File: src/rtl/sh7604_frt_intc_if.sv
// Internal register bus between the CPU side (master) and the FRT interrupt
// controller register block (slave).
interface sh7604_frt_intc_if;
  logic [31:0] IBUS_A;
  logic [31:0] IBUS_DI;
  logic [31:0] IBUS_DO;
  logic [3:0]  IBUS_BA;
  logic        IBUS_WE;
  logic        IBUS_REQ;
  logic        IBUS_BUSY;
  logic        IBUS_ACT;

  modport master (
    output IBUS_A, IBUS_DI, IBUS_BA, IBUS_WE, IBUS_REQ,
    input  IBUS_DO, IBUS_BUSY, IBUS_ACT
  );

  modport slave (
    input  IBUS_A, IBUS_DI, IBUS_BA, IBUS_WE, IBUS_REQ,
    output IBUS_DO, IBUS_BUSY, IBUS_ACT
  );
endinterface

File: src/rtl/sh7604_frt_intc.sv
// SH7604 FRT interrupt controller slice: IPRB/VCRC/VCRD registers plus a
// fixed-priority request FSM that latches one winner until ACK or withdrawal.
module sh7604_frt_intc #(
  parameter logic [6:0] VEC_RST = 7'h00
) (
  input  logic                      CLK,
  input  logic                      RST,
  input  logic                      CE_R,
  input  logic                      CE_F,
  input  logic                      ICI_IRQ,
  input  logic                      OCIA_IRQ,
  input  logic                      OCIB_IRQ,
  input  logic                      OVI_IRQ,
  input  logic [3:0]                IMASK,
  sh7604_frt_intc_if.slave          ibus,
  output logic                      INT_REQ,
  output logic [3:0]                INT_LVL,
  output logic [6:0]                INT_VEC,
  input  logic                      INT_ACK,
  output logic [1:0]                ACK_SRC
);

  localparam logic [29:0] ADDR_IPRB = 30'h3FFF_FF98;
  localparam logic [29:0] ADDR_VCRC = 30'h3FFF_FF99;
  localparam logic [29:0] ADDR_VCRD = 30'h3FFF_FF9A;

  typedef enum logic [1:0] {S_IDLE, S_PEND, S_LOCK} state_t;

  state_t      r_state, w_state_nx;
  logic [3:0]  r_pri;
  logic [6:0]  r_ficv, r_focv, r_fovv;
  logic        r_req, w_req_nx;
  logic [3:0]  r_lvl, w_lvl_nx;
  logic [6:0]  r_vec, w_vec_nx;
  logic [1:0]  r_ack_src, w_ack_src_nx;
  logic [1:0]  r_src, w_src_nx;
  logic        r_lock_cnt, w_lock_cnt_nx;
  logic [31:0] r_do;

  logic        w_sel_iprb, w_sel_vcrc, w_sel_vcrd, w_sel_any, w_wr;
  logic [31:0] w_rdata;
  logic [3:0]  w_irq, w_elig;
  logic        w_lvl_ok;
  logic [1:0]  w_win;
  logic [6:0]  w_win_vec;
  logic        w_unused;

  assign w_sel_iprb = (ibus.IBUS_A[31:2] == ADDR_IPRB);
  assign w_sel_vcrc = (ibus.IBUS_A[31:2] == ADDR_VCRC);
  assign w_sel_vcrd = (ibus.IBUS_A[31:2] == ADDR_VCRD);
  assign w_sel_any  = w_sel_iprb | w_sel_vcrc | w_sel_vcrd;
  assign w_wr       = ibus.IBUS_REQ & ibus.IBUS_WE & CE_R;
  assign w_unused   = &{1'b0, ibus.IBUS_A[1:0], ibus.IBUS_DI[31], ibus.IBUS_DI[23:15],
                        ibus.IBUS_DI[7], ibus.IBUS_BA[2]};

  always_ff @(posedge CLK or posedge RST) begin
    if (RST) begin
      r_pri  <= '0;
      r_ficv <= VEC_RST;
      r_focv <= VEC_RST;
      r_fovv <= VEC_RST;
    end else if (w_wr) begin
      if (w_sel_iprb && ibus.IBUS_BA[3]) r_pri  <= ibus.IBUS_DI[27:24];
      if (w_sel_vcrc && ibus.IBUS_BA[1]) r_ficv <= ibus.IBUS_DI[14:8];
      if (w_sel_vcrc && ibus.IBUS_BA[0]) r_focv <= ibus.IBUS_DI[6:0];
      if (w_sel_vcrd && ibus.IBUS_BA[3]) r_fovv <= ibus.IBUS_DI[30:24];
    end
  end

  always_comb begin
    w_rdata = '0;
    if (w_sel_iprb) w_rdata[27:24] = r_pri;
    if (w_sel_vcrc) begin
      w_rdata[14:8] = r_ficv;
      w_rdata[6:0]  = r_focv;
    end
    if (w_sel_vcrd) w_rdata[30:24] = r_fovv;
  end

  always_ff @(posedge CLK or posedge RST) begin
    if (RST)       r_do <= '0;
    else if (CE_F) r_do <= (ibus.IBUS_REQ && !ibus.IBUS_WE) ? w_rdata : '0;
  end

  assign ibus.IBUS_DO   = r_do;
  assign ibus.IBUS_ACT  = w_sel_any;
  assign ibus.IBUS_BUSY = 1'b0;

  assign w_irq    = {OVI_IRQ, OCIB_IRQ, OCIA_IRQ, ICI_IRQ};
  assign w_lvl_ok = (r_pri != 4'd0) && (r_pri > IMASK);
  assign w_elig   = w_irq & {4{w_lvl_ok}};

  always_comb begin
    if (w_elig[0])      w_win = 2'd0;
    else if (w_elig[1]) w_win = 2'd1;
    else if (w_elig[2]) w_win = 2'd2;
    else                w_win = 2'd3;
    case (w_win)
      2'd0:    w_win_vec = r_ficv;
      2'd3:    w_win_vec = r_fovv;
      default: w_win_vec = r_focv;
    endcase
  end

  always_ff @(posedge CLK or posedge RST) begin
    if (RST) begin
      r_state    <= S_IDLE;
      r_req      <= 1'b0;
      r_lvl      <= '0;
      r_vec      <= '0;
      r_ack_src  <= '0;
      r_src      <= '0;
      r_lock_cnt <= 1'b0;
    end else if (CE_R) begin
      r_state    <= w_state_nx;
      r_req      <= w_req_nx;
      r_lvl      <= w_lvl_nx;
      r_vec      <= w_vec_nx;
      r_ack_src  <= w_ack_src_nx;
      r_src      <= w_src_nx;
      r_lock_cnt <= w_lock_cnt_nx;
    end
  end

  // ACK is tested before withdrawal so a simultaneous drop still completes the handshake
  always_comb begin
    w_state_nx    = r_state;
    w_req_nx      = r_req;
    w_lvl_nx      = r_lvl;
    w_vec_nx      = r_vec;
    w_ack_src_nx  = r_ack_src;
    w_src_nx      = r_src;
    w_lock_cnt_nx = r_lock_cnt;
    case (r_state)
      S_IDLE: begin
        w_req_nx = 1'b0;
        if (|w_elig) begin
          w_src_nx   = w_win;
          w_lvl_nx   = r_pri;
          w_vec_nx   = w_win_vec;
          w_req_nx   = 1'b1;
          w_state_nx = S_PEND;
        end
      end
      S_PEND: begin
        if (INT_ACK) begin
          w_req_nx      = 1'b0;
          w_ack_src_nx  = r_src;
          w_lock_cnt_nx = 1'b0;
          w_state_nx    = S_LOCK;
        end else if (!w_elig[r_src]) begin
          w_req_nx   = 1'b0;
          w_state_nx = S_IDLE;
        end
      end
      S_LOCK: begin
        w_req_nx = 1'b0;
        if (r_lock_cnt) w_state_nx = S_IDLE;
        else            w_lock_cnt_nx = 1'b1;
      end
      default: w_state_nx = S_IDLE;
    endcase
  end

  assign INT_REQ = r_req;
  assign INT_LVL = r_lvl;
  assign INT_VEC = r_vec;
  assign ACK_SRC = r_ack_src;

endmodule
File: src/flat_wrapper.sv
// flat-port wrapper written by rule: the top's interface ports become plain ports
module sh7604_frt_intc_flat 
#(
  parameter logic [6:0] VEC_RST = 7'h00
)
  (CLK, RST, CE_R, CE_F, ICI_IRQ, OCIA_IRQ, OCIB_IRQ, OVI_IRQ, IMASK, INT_REQ, INT_LVL, INT_VEC, INT_ACK, ACK_SRC, ibus_IBUS_A, ibus_IBUS_DI, ibus_IBUS_BA, ibus_IBUS_WE, ibus_IBUS_REQ, ibus_IBUS_DO, ibus_IBUS_BUSY, ibus_IBUS_ACT);
  sh7604_frt_intc_if ibus_i ();
  input  logic CLK;
  input  logic RST;
  input  logic CE_R;
  input  logic CE_F;
  input  logic ICI_IRQ;
  input  logic OCIA_IRQ;
  input  logic OCIB_IRQ;
  input  logic OVI_IRQ;
  input  logic [3:0] IMASK;
  output logic INT_REQ;
  output logic [3:0] INT_LVL;
  output logic [6:0] INT_VEC;
  input  logic INT_ACK;
  output logic [1:0] ACK_SRC;
  input wire logic [$bits(ibus_i.IBUS_A)-1:0] ibus_IBUS_A;
  input wire logic [$bits(ibus_i.IBUS_DI)-1:0] ibus_IBUS_DI;
  input wire logic [$bits(ibus_i.IBUS_BA)-1:0] ibus_IBUS_BA;
  input wire logic [$bits(ibus_i.IBUS_WE)-1:0] ibus_IBUS_WE;
  input wire logic [$bits(ibus_i.IBUS_REQ)-1:0] ibus_IBUS_REQ;
  output wire logic [$bits(ibus_i.IBUS_DO)-1:0] ibus_IBUS_DO;
  output wire logic [$bits(ibus_i.IBUS_BUSY)-1:0] ibus_IBUS_BUSY;
  output wire logic [$bits(ibus_i.IBUS_ACT)-1:0] ibus_IBUS_ACT;
  assign ibus_i.IBUS_A = ibus_IBUS_A;
  assign ibus_i.IBUS_DI = ibus_IBUS_DI;
  assign ibus_i.IBUS_BA = ibus_IBUS_BA;
  assign ibus_i.IBUS_WE = ibus_IBUS_WE;
  assign ibus_i.IBUS_REQ = ibus_IBUS_REQ;
  assign ibus_IBUS_DO = ibus_i.IBUS_DO;
  assign ibus_IBUS_BUSY = ibus_i.IBUS_BUSY;
  assign ibus_IBUS_ACT = ibus_i.IBUS_ACT;
  sh7604_frt_intc #(.VEC_RST(VEC_RST)) u_core (.CLK(CLK), .RST(RST), .CE_R(CE_R), .CE_F(CE_F), .ICI_IRQ(ICI_IRQ), .OCIA_IRQ(OCIA_IRQ), .OCIB_IRQ(OCIB_IRQ), .OVI_IRQ(OVI_IRQ), .IMASK(IMASK), .ibus(ibus_i), .INT_REQ(INT_REQ), .INT_LVL(INT_LVL), .INT_VEC(INT_VEC), .INT_ACK(INT_ACK), .ACK_SRC(ACK_SRC));
endmodule
File: config.mk
export PLATFORM = sky130hd
export DESIGN_NAME = sh7604_frt_intc_flat
export DESIGN_NICKNAME = d
export VERILOG_FILES = /design/src/rtl/sh7604_frt_intc_if.sv /design/src/rtl/sh7604_frt_intc.sv /design/src/flat_wrapper.sv
export SDC_FILE = /design/constraint.sdc
export NUM_CORES = 1
export LEC_CHECK = 0
export ABC_AREA = 0
export BUFFER_PORTS_ARGS = -buffer_cell sky130_fd_sc_hd__clkbuf_2
export CORE_MARGIN = 2
export CORE_UTILIZATION = 54
export CTS_BUF_LIST = sky130_fd_sc_hd__clkbuf_2
export CTS_CLUSTER_SIZE = 8
export DETAILED_ROUTE_END_ITERATION = 16
export GPL_ROUTABILITY_DRIVEN = 0
export GPL_TIMING_DRIVEN = 0
export HOLD_SLACK_MARGIN = 0.02
export PLACE_DENSITY_LB_ADDON = 0.1
export SLEW_MARGIN = 20
export SYNTH_ARGS = -nofsm -noshare
export SYNTH_HDL_FRONTEND = slang
export SYNTH_SLANG_ARGS = --single-unit
File: constraint.sdc
create_clock -name CLK -period 6.3 [get_ports CLK]
set_input_delay 0.315 -clock CLK [delete_from_list [all_inputs] [get_ports CLK]]
set_output_delay 0.315 -clock CLK [all_outputs]
set_load 0.02 [all_outputs]
==> run metrics, run 1 <==
status=completed; worst min-delay path endpoint=u_core.r_focv[6]$_DFFE_PP0P_; Worst Path Buf+Inv=1; # IOs=roughly 130; r2r setup slk=around 3400 ps; r2r startpoint=u_core.r_pri[1]$_DFFE_PP0P_; nets=just over 500; reg2reg path depth=10; DIE AREA=approximately 6600 µm²; Post-route DRC=0; Hold WS=approximately 40 ps; setup tns final=0 ps; Via-to-Cell Ratio=~5.2; hold path depth=2; via count=roughly 2600; Least-Margin Pin Slew=574 ps; CP top delay family=compound AO/OA/AOI/OAI gates; ys flop type=dfrtp_1; Simple-Gate Fraction of Synth Area=under 10%; final worst path period need=just under 3000 ps; largest family of logic cells by synthesized area=multiplexers; worst skew pair latency=roughly 500 ps; type of the worst setup path=reg2reg; Adder-Cell Fraction of Synth Area=approximately 3.9%; Placed Cells=472; share of layout cells above drive strength 1=about two fifths; post-synthesis register bit count=65; Critical Path Fanout Max=10; Area growth syn-to-layout=29.3%; post-CTS setup buffers=0; Slew Limit Fails=0; clock tree buffer depth=2; CP cell instances=ha_1 -> nor2b_1 -> o211ai_1 -> a21o_1 -> nor2_1 -> ha_1 -> clkbuf_1 -> a221oi_1 -> a21oi_1 -> mux2_1; Post-synth EDFFs=0; final worst-path cycle share=45.8%; Synth Area in XOR/XNOR=0%; placed cell areas=between 3000 and 4000 µm²; slowest stage cell, crit path=dfrtp_1; gr usage total=25.1%; final instance area=around 4200 µm²; clk_skew=approximately 21 ps; DRT Wirelength=roughly 7700 µm; sequential area share after synthesis=about half; PD cells=~200 nW/µm²; core box area=about 5800 µm²; max_cap viols=0; Achievable Freq=0.346 GHz; clk slew on worst S/H paths=190 ps; vias in the first global route=about 2500; Detail Placement HPWL=between 5000 and 6000 µm; # setup viols final=0; Mean Syn Cell Area=between 10 and 15 µm²; count of different cell masters after synthesis=41; Non-Filler Instances=approximately 500; mux contribution to synthesized area=15.6%; CTS tree=built; slew margin rel.=around three fifths; cell taking the most area after synthesis=dfrtp_1; Post-CTS Resized=0; largest net degree at the start of global routing=54; top post-synthesis cells by area=dfrtp_1 51%, mux2_2 10%, inv_1 5.4%; crit path launch type=flop; Compound-Gate Fraction of Synth Area=roughly 11%; H-tree levels=3; Cell Area, Synth=~3200 µm²; CTS Buf Count=9; post-synth top area share=between 50% and 60%; RSZ-0062 raised after global routing=false; critical path's most frequent cell=ha_1; critical path required time=between 6000 and 7000 ps; leakage=between 2 and 2.5 nW; # diodes=0; Antenna Nets Post-Route=0; die extent in x=81.1 µm; initial core utilization=55.2%; Async S/R FF share, synth=100%; DR WL/cell=~15 µm; clk root buf=clkbuf_2; initial antenna violation count=0; arrival time of the worst setup path=around 3300 ps; Pre-Repair DR Iteration Count=5; final hold violations=0; port bufs=between 100 and 150; Max VDD drop=0.183 mV; worst hold path class=in2reg; GRT overflow=0; first-pass GRT wire length=about 12000 µm; Die Y=around 80 µm; Worst Setup End Kind=flop; Gate Count Post-Synth=281; initial drt markers=80; crit-path max cell delay=between 400 and 500 ps; RR Endpoint=u_core.INT_VEC[1]$_DFFE_PP0P_; Fillers=roughly 500; Ys Warns=0; CTS Sinks=65; Core Rows=28; hold path start=ibus_IBUS_DI[6]
logic make-up after synthesis:
| group | count (synthesis) |
|---|---|
| simple gates | 41 |
| other cells | 1 |
| flops | 65 |
| mux | 44 |
| compound gates | 54 |
| fa+ha+maj | 10 |
| buf+inv | 66 |
layer usage:
layer	global-route usage (%)	wire length (µm)
met5	0	0
met4	10.0	160
met3	4.56	406
met2	41.0	3800
met1	33.3	3290
placed cells by master (no fill, tap or decap), types with 6 or more instances in the layout:
master and n:
clkbuf_2 114, dfrtp_1 65, inv_1 45, mux2_2 29, o22ai_1 21, buf_4 13
a21oi_1 12, conb_1 12, ha_1 10, mux2_1 9, dlygate4sd3_1 9, nor2_1 7
nand2_1 7, a221oi_1 7, nand4_1 6
cell usage after synthesis, drive strengths merged (2+ instances only):
cell type   n
nand3       3
nor2        7
nand4b      3
o31ai       2
o22ai      21
nor2b       2
dfrtp      65
ha         10
mux2i       5
a21oi      12
o21ai       5
nor3        2
a211oi      2
mux2       38
buf        15
nand2       7
nand4       6
nand2b      3
clkbuf      5
inv        46
a221oi      7
final cells by class:
class | count | area (µm²) | share of cell area [%]
clock inverter | 6 | 115 | 2.77
sequential | 65 | 1630 | 39.2
multi-input combinational | 161 | 1320 | 31.8
tap | 75 | 93.8 | 2.26
clock buffer | 10 | 50.0 | 1.21
timing repair buffer | 114 | 638 | 15.4
buffer | 20 | 133 | 3.19
inverter | 46 | 175 | 4.22
report_power, final:
| part | internal, mW | switching, mW | leakage (nW) |
|---|---|---|---|
| clock | 0.175 | 0.157 | 0.0927 |
| combinational | 0.0345 | 0.0406 | 1.15 |
| sequential | 0.420 | 0.00220 | 0.908 |
worst max path at each step:
| stage | cells past startpoint | end | start |
|---|---|---|---|
| final | 10 | u_core.INT_VEC[1]$_DFFE_PP0P_ | u_core.r_pri[1]$_DFFE_PP0P_ |
| after global routing | 10 | u_core.INT_VEC[2]$_DFFE_PP0P_ | u_core.r_pri[1]$_DFFE_PP0P_ |
| after CTS | 10 | u_core.INT_VEC[1]$_DFFE_PP0P_ | u_core.r_pri[1]$_DFFE_PP0P_ |
| after detailed placement | 10 | u_core.INT_VEC[1]$_DFFE_PP0P_ | u_core.r_pri[1]$_DFFE_PP0P_ |
| after global placement | 10 | u_core.INT_VEC[1]$_DFFE_PP0P_ | u_core.r_pri[1]$_DFFE_PP0P_ |
| after floorplan | 10 | u_core.INT_VEC[0]$_DFFE_PP0P_ | u_core.r_pri[1]$_DFFE_PP0P_ |
state kept, by name, indices dropped and copies added, names as in the netlist:
signal,count
u_core.INT_VEC,7
u_core.ACK_SRC,2
u_core.INT_REQ,1
u_core.INT_LVL,4
u_core.r_focv,7
u_core.ibus.IBUS_DO,21
u_core.r_state,2
u_core.r_ficv,7
u_core.r_fovv,7
u_core.r_pri,4
u_core.r_lock_cnt,1
u_core.r_src,2
stage by stage:
stage	power (mW)	setup WS [ps]	utilization, %
floorplan	0.466	3860	-
global placement	0.496	3470	66.5
detailed placement	0.500	3430	67.0
CTS	0.833	3410	70.7
global route	0.863	3120	71.4
finish	0.829	3410	71.4
repair_timing:
item | 4_1_cts | 5_1_grt
hold buffers | 5 | 4
endpoints found under the setup margin | 0 | 0
hold endpoints to repair | 69 | 4
(Power assumes the default switching activity.)
==> inputs of run 2 (changes only) <==
--- a/config.mk
+++ b/config.mk
@@ -8,7 +8,7 @@
 export ABC_AREA = 0
 export BUFFER_PORTS_ARGS = -buffer_cell sky130_fd_sc_hd__clkbuf_2
 export CORE_MARGIN = 2
-export CORE_UTILIZATION = 54
+export CORE_UTILIZATION = 45
 export CTS_BUF_LIST = sky130_fd_sc_hd__clkbuf_2
 export CTS_CLUSTER_SIZE = 8
 export DETAILED_ROUTE_END_ITERATION = 16
==> constraint.sdc (replaced) <==
create_clock -name CLK -period 2.5 [get_ports CLK]
set_input_delay 0.125 -clock CLK [delete_from_list [all_inputs] [get_ports CLK]]
set_output_delay 0.125 -clock CLK [all_outputs]
set_load 0.02 [all_outputs]
==> run 2 against run 1 <==
- first-iteration DRC count is 16% lower
- clock power is 76% higher
- power is 120% higher
- final cell count is 12% higher
- wire length is 6.2% higher
- die area is 19% higher
- worst setup slack worse by 3400 ps
- core utilization is 1.6 points lower
- critical endpoint is now u_core.INT_VEC[2]$_DFFE_PP0P_
==> run metrics, run 2 (same netlist as run 1, synthesis figures left out) <==
PD cells=391 nW/µm² (was 200 nW/µm²); clock tree buffer depth=2 (unchanged); Slew Limit Fails=0 (unchanged); reg2reg path depth=10 (unchanged); Antenna Nets Post-Route=0 (unchanged); Detail Placement HPWL=5750 µm (was 5700 µm); share of total power in the clock network=31.3% (was 40.0%); worst min-delay path endpoint=u_core.r_focv[4]$_DFFE_PP0P_ (was u_core.r_focv[6]$_DFFE_PP0P_); CTS tree=built (unchanged); Fillers=535 (was 486); H-tree levels=3 (unchanged); Die Y=88.5 µm (was 81.1 µm); DIE AREA=7830 µm² (was 6580 µm²); Tot Pwr=1.86 mW (was 0.829 mW); Post-route DRC=0 (unchanged); Internal Power=1.39 mW (was 0.629 mW); port bufs=104 (unchanged); DRT Wirelength=8130 µm (was 7650 µm); arrival time of the worst setup path=2890 ps (was 3300 ps); hold path depth=3 (was 2); Via-to-Cell Ratio=4.92 (was 5.16); Critical Path Fanout Max=6 (was 10); GRT overflow=0 (unchanged); critical path required time=2900 ps (was 6710 ps); final worst-path cycle share=99.8% (was 45.8%); initial core utilization=47.0% (was 55.2%); final instance area=4770 µm² (was 4150 µm²); P_sw=0.475 mW (was 0.199 mW); # diodes=0 (unchanged); switching share of power=25.5% (was 24.1%); largest net degree at the start of global routing=54 (unchanged); worst skew pair latency=500 ps (about the same); placed cell areas=3920 µm² (was 3900 µm²); gr usage total=22.3% (was 25.1%); final hold violations=0 (unchanged); crit path launch type=flop (unchanged); Least-Margin Pin Slew=533 ps (was 574 ps); CTS Buf Count=9 (unchanged); clk root buf=clkbuf_2 (unchanged); share of layout cells above drive strength 1=46.5% (was 41.5%); final worst path period need=2490 ps (was 2890 ps); Achievable Freq=0.401 GHz (was 0.346 GHz); max_cap viols=0 (unchanged); r2r setup slk=6 ps (was 3410 ps); clk_skew=20.7 ps (was 21.1 ps); nets=551 (was 510); first-pass GRT wire length=13000 µm (was 12200 µm); Core Rows=30 (was 28); vias in the first global route=2744 (was 2545); Max VDD drop=0.320 mV (was 0.183 mV); initial drt markers=67 (was 80); Flop pwr share=57.1% (was 51.0%); Critical Path Start=u_core.r_pri[1]$_DFFE_PP0P_ (unchanged); leakage=2.38 nW (was 2.15 nW); die extent in x=88.5 µm (was 81.1 µm); Pre-Repair DR Iteration Count=4 (was 5); most frequent cells in the layout=114 x clkbuf_2, 62 x dfrtp_1, 42 x inv_1, 41 x dlygate4sd3_1, 29 x mux2_2 (was 114 x clkbuf_2, 65 x dfrtp_1, 45 x inv_1, 29 x mux2_2, 21 x o22ai_1); worst hold path class=in2reg (unchanged); status=completed (unchanged); CTS Sinks=65 (unchanged); RSZ-0062 raised after global routing=true (was false); RR Endpoint=u_core.INT_VEC[2]$_DFFE_PP0P_ (was u_core.INT_VEC[1]$_DFFE_PP0P_); hold path start=ibus_IBUS_BA[0] (was ibus_IBUS_DI[6]); max reg flops=21 (unchanged); via count=2743 (was 2565); type of the worst setup path=reg2reg (unchanged); Worst Setup End Kind=flop (unchanged); clk slew on worst S/H paths=170 ps (was 190 ps); # IOs=131 (unchanged); r2r startpoint=u_core.r_pri[1]$_DFFE_PP0P_ (unchanged); Area growth syn-to-layout=48.5% (was 29.3%); commonest non-fill, non-tap cell in the layout=clkbuf_2 (unchanged); core box area=6830 µm² (was 5820 µm²); # setup viols final=0 (unchanged); slew margin rel.=64.5% (was 61.7%); combinational cell fraction of total power=11.6% (was 9.1%); initial antenna violation count=0 (unchanged); DR WL/cell=14.6 µm (was 15.4 µm)
-- run 2: cell types whose count changed in the layout (fill, tap and decap cells not counted), sizes merged --
cell         change
clkinvlp         -1
buf              +9
bufinv           -2
inv              -1
dlygate4sd3     +32
clkinv           +3
-- run 2: area by class of cell --
cell class	count	area [µm²]	area share, %
sequential	65	1630	34.2
multi-input combinational	161	1550	32.6
timing repair buffer	155	1030	21.7
inverter	46	175	3.67
buffer	20	158	3.31
tap	96	120	2.52
clock buffer	10	50.0	1.05
clock inverter	5	47.5	0.997
-- run 2: worst max-delay path, stage by stage (launching register included) --
cell,delay (ps)
dfrtp_1,450
ha_4,230
nor2b_4,120
o211ai_1,300
a21o_1,270
nor2_4,70
ha_4,280
clkbuf_16,170
a221oi_4,210
a21oi_2,50
mux2_4,260
-- run 2: stage by stage --
| step | TNS (ps) | utilization [%] | setup WS [ps] | hold WS (ps) | std cells |
|---|---|---|---|---|---|
| 2_1_floorplan | 0 | - | 58.9 | 234 | 292 |
| 4_1_cts | -74.3 | 67.6 | -30.9 | 34.9 | 554 |
| 3_3_place_gp | -6980 | 57.0 | -354 | 358 | 492 |
| 3_5_place_dp | -1960 | 57.4 | -384 | 45.3 | 493 |
| 5_1_grt | -208 | 69.8 | -48.9 | 22.7 | 558 |
| 6_report | 0 | 69.8 | 6.14 | 70.7 | 558 |
-- run 2: timing repair --
action,in CTS,in global routing
gates resized for setup,29,21
pin swaps,6,7
setup endpoints to repair,7,11
setup buffers,6,3
hold buffers,40,1
hold endpoints to repair,97,2
-- run 2: worst max path at each step --
stage,to,slack [ps],cells after the start
after floorplan,u_core.INT_VEC[0]$_DFFE_PP0P_,60,10
after global placement,u_core.INT_VEC[2]$_DFFE_PP0P_,-350,10
after detailed placement,u_core.INT_VEC[2]$_DFFE_PP0P_,-380,10
after CTS,u_core.INT_VEC[2]$_DFFE_PP0P_,-30,10
after global routing,u_core.INT_VEC[2]$_DFFE_PP0P_,-50,10
final,u_core.INT_VEC[2]$_DFFE_PP0P_,6,10
-- run 2: power groups by stage --
stage	Sequential, mW	Clock (mW)	Combinational, mW
global placement	1.08	0	0.167
detailed placement	1.08	0	0.175
floorplan	1.08	0	0.0922
CTS	1.06	0.603	0.210
global route	1.07	0.658	0.240
finish	1.06	0.583	0.217
-- run 2: per-layer routing --
metal	vias up	GRT usage, %	wire length (µm)
li1	1317	-	-
met1	1330	29.4	3620
met2	84	35.6	3980
met3	12	6.62	417
met4	0	6.89	103
met5	-	0	0
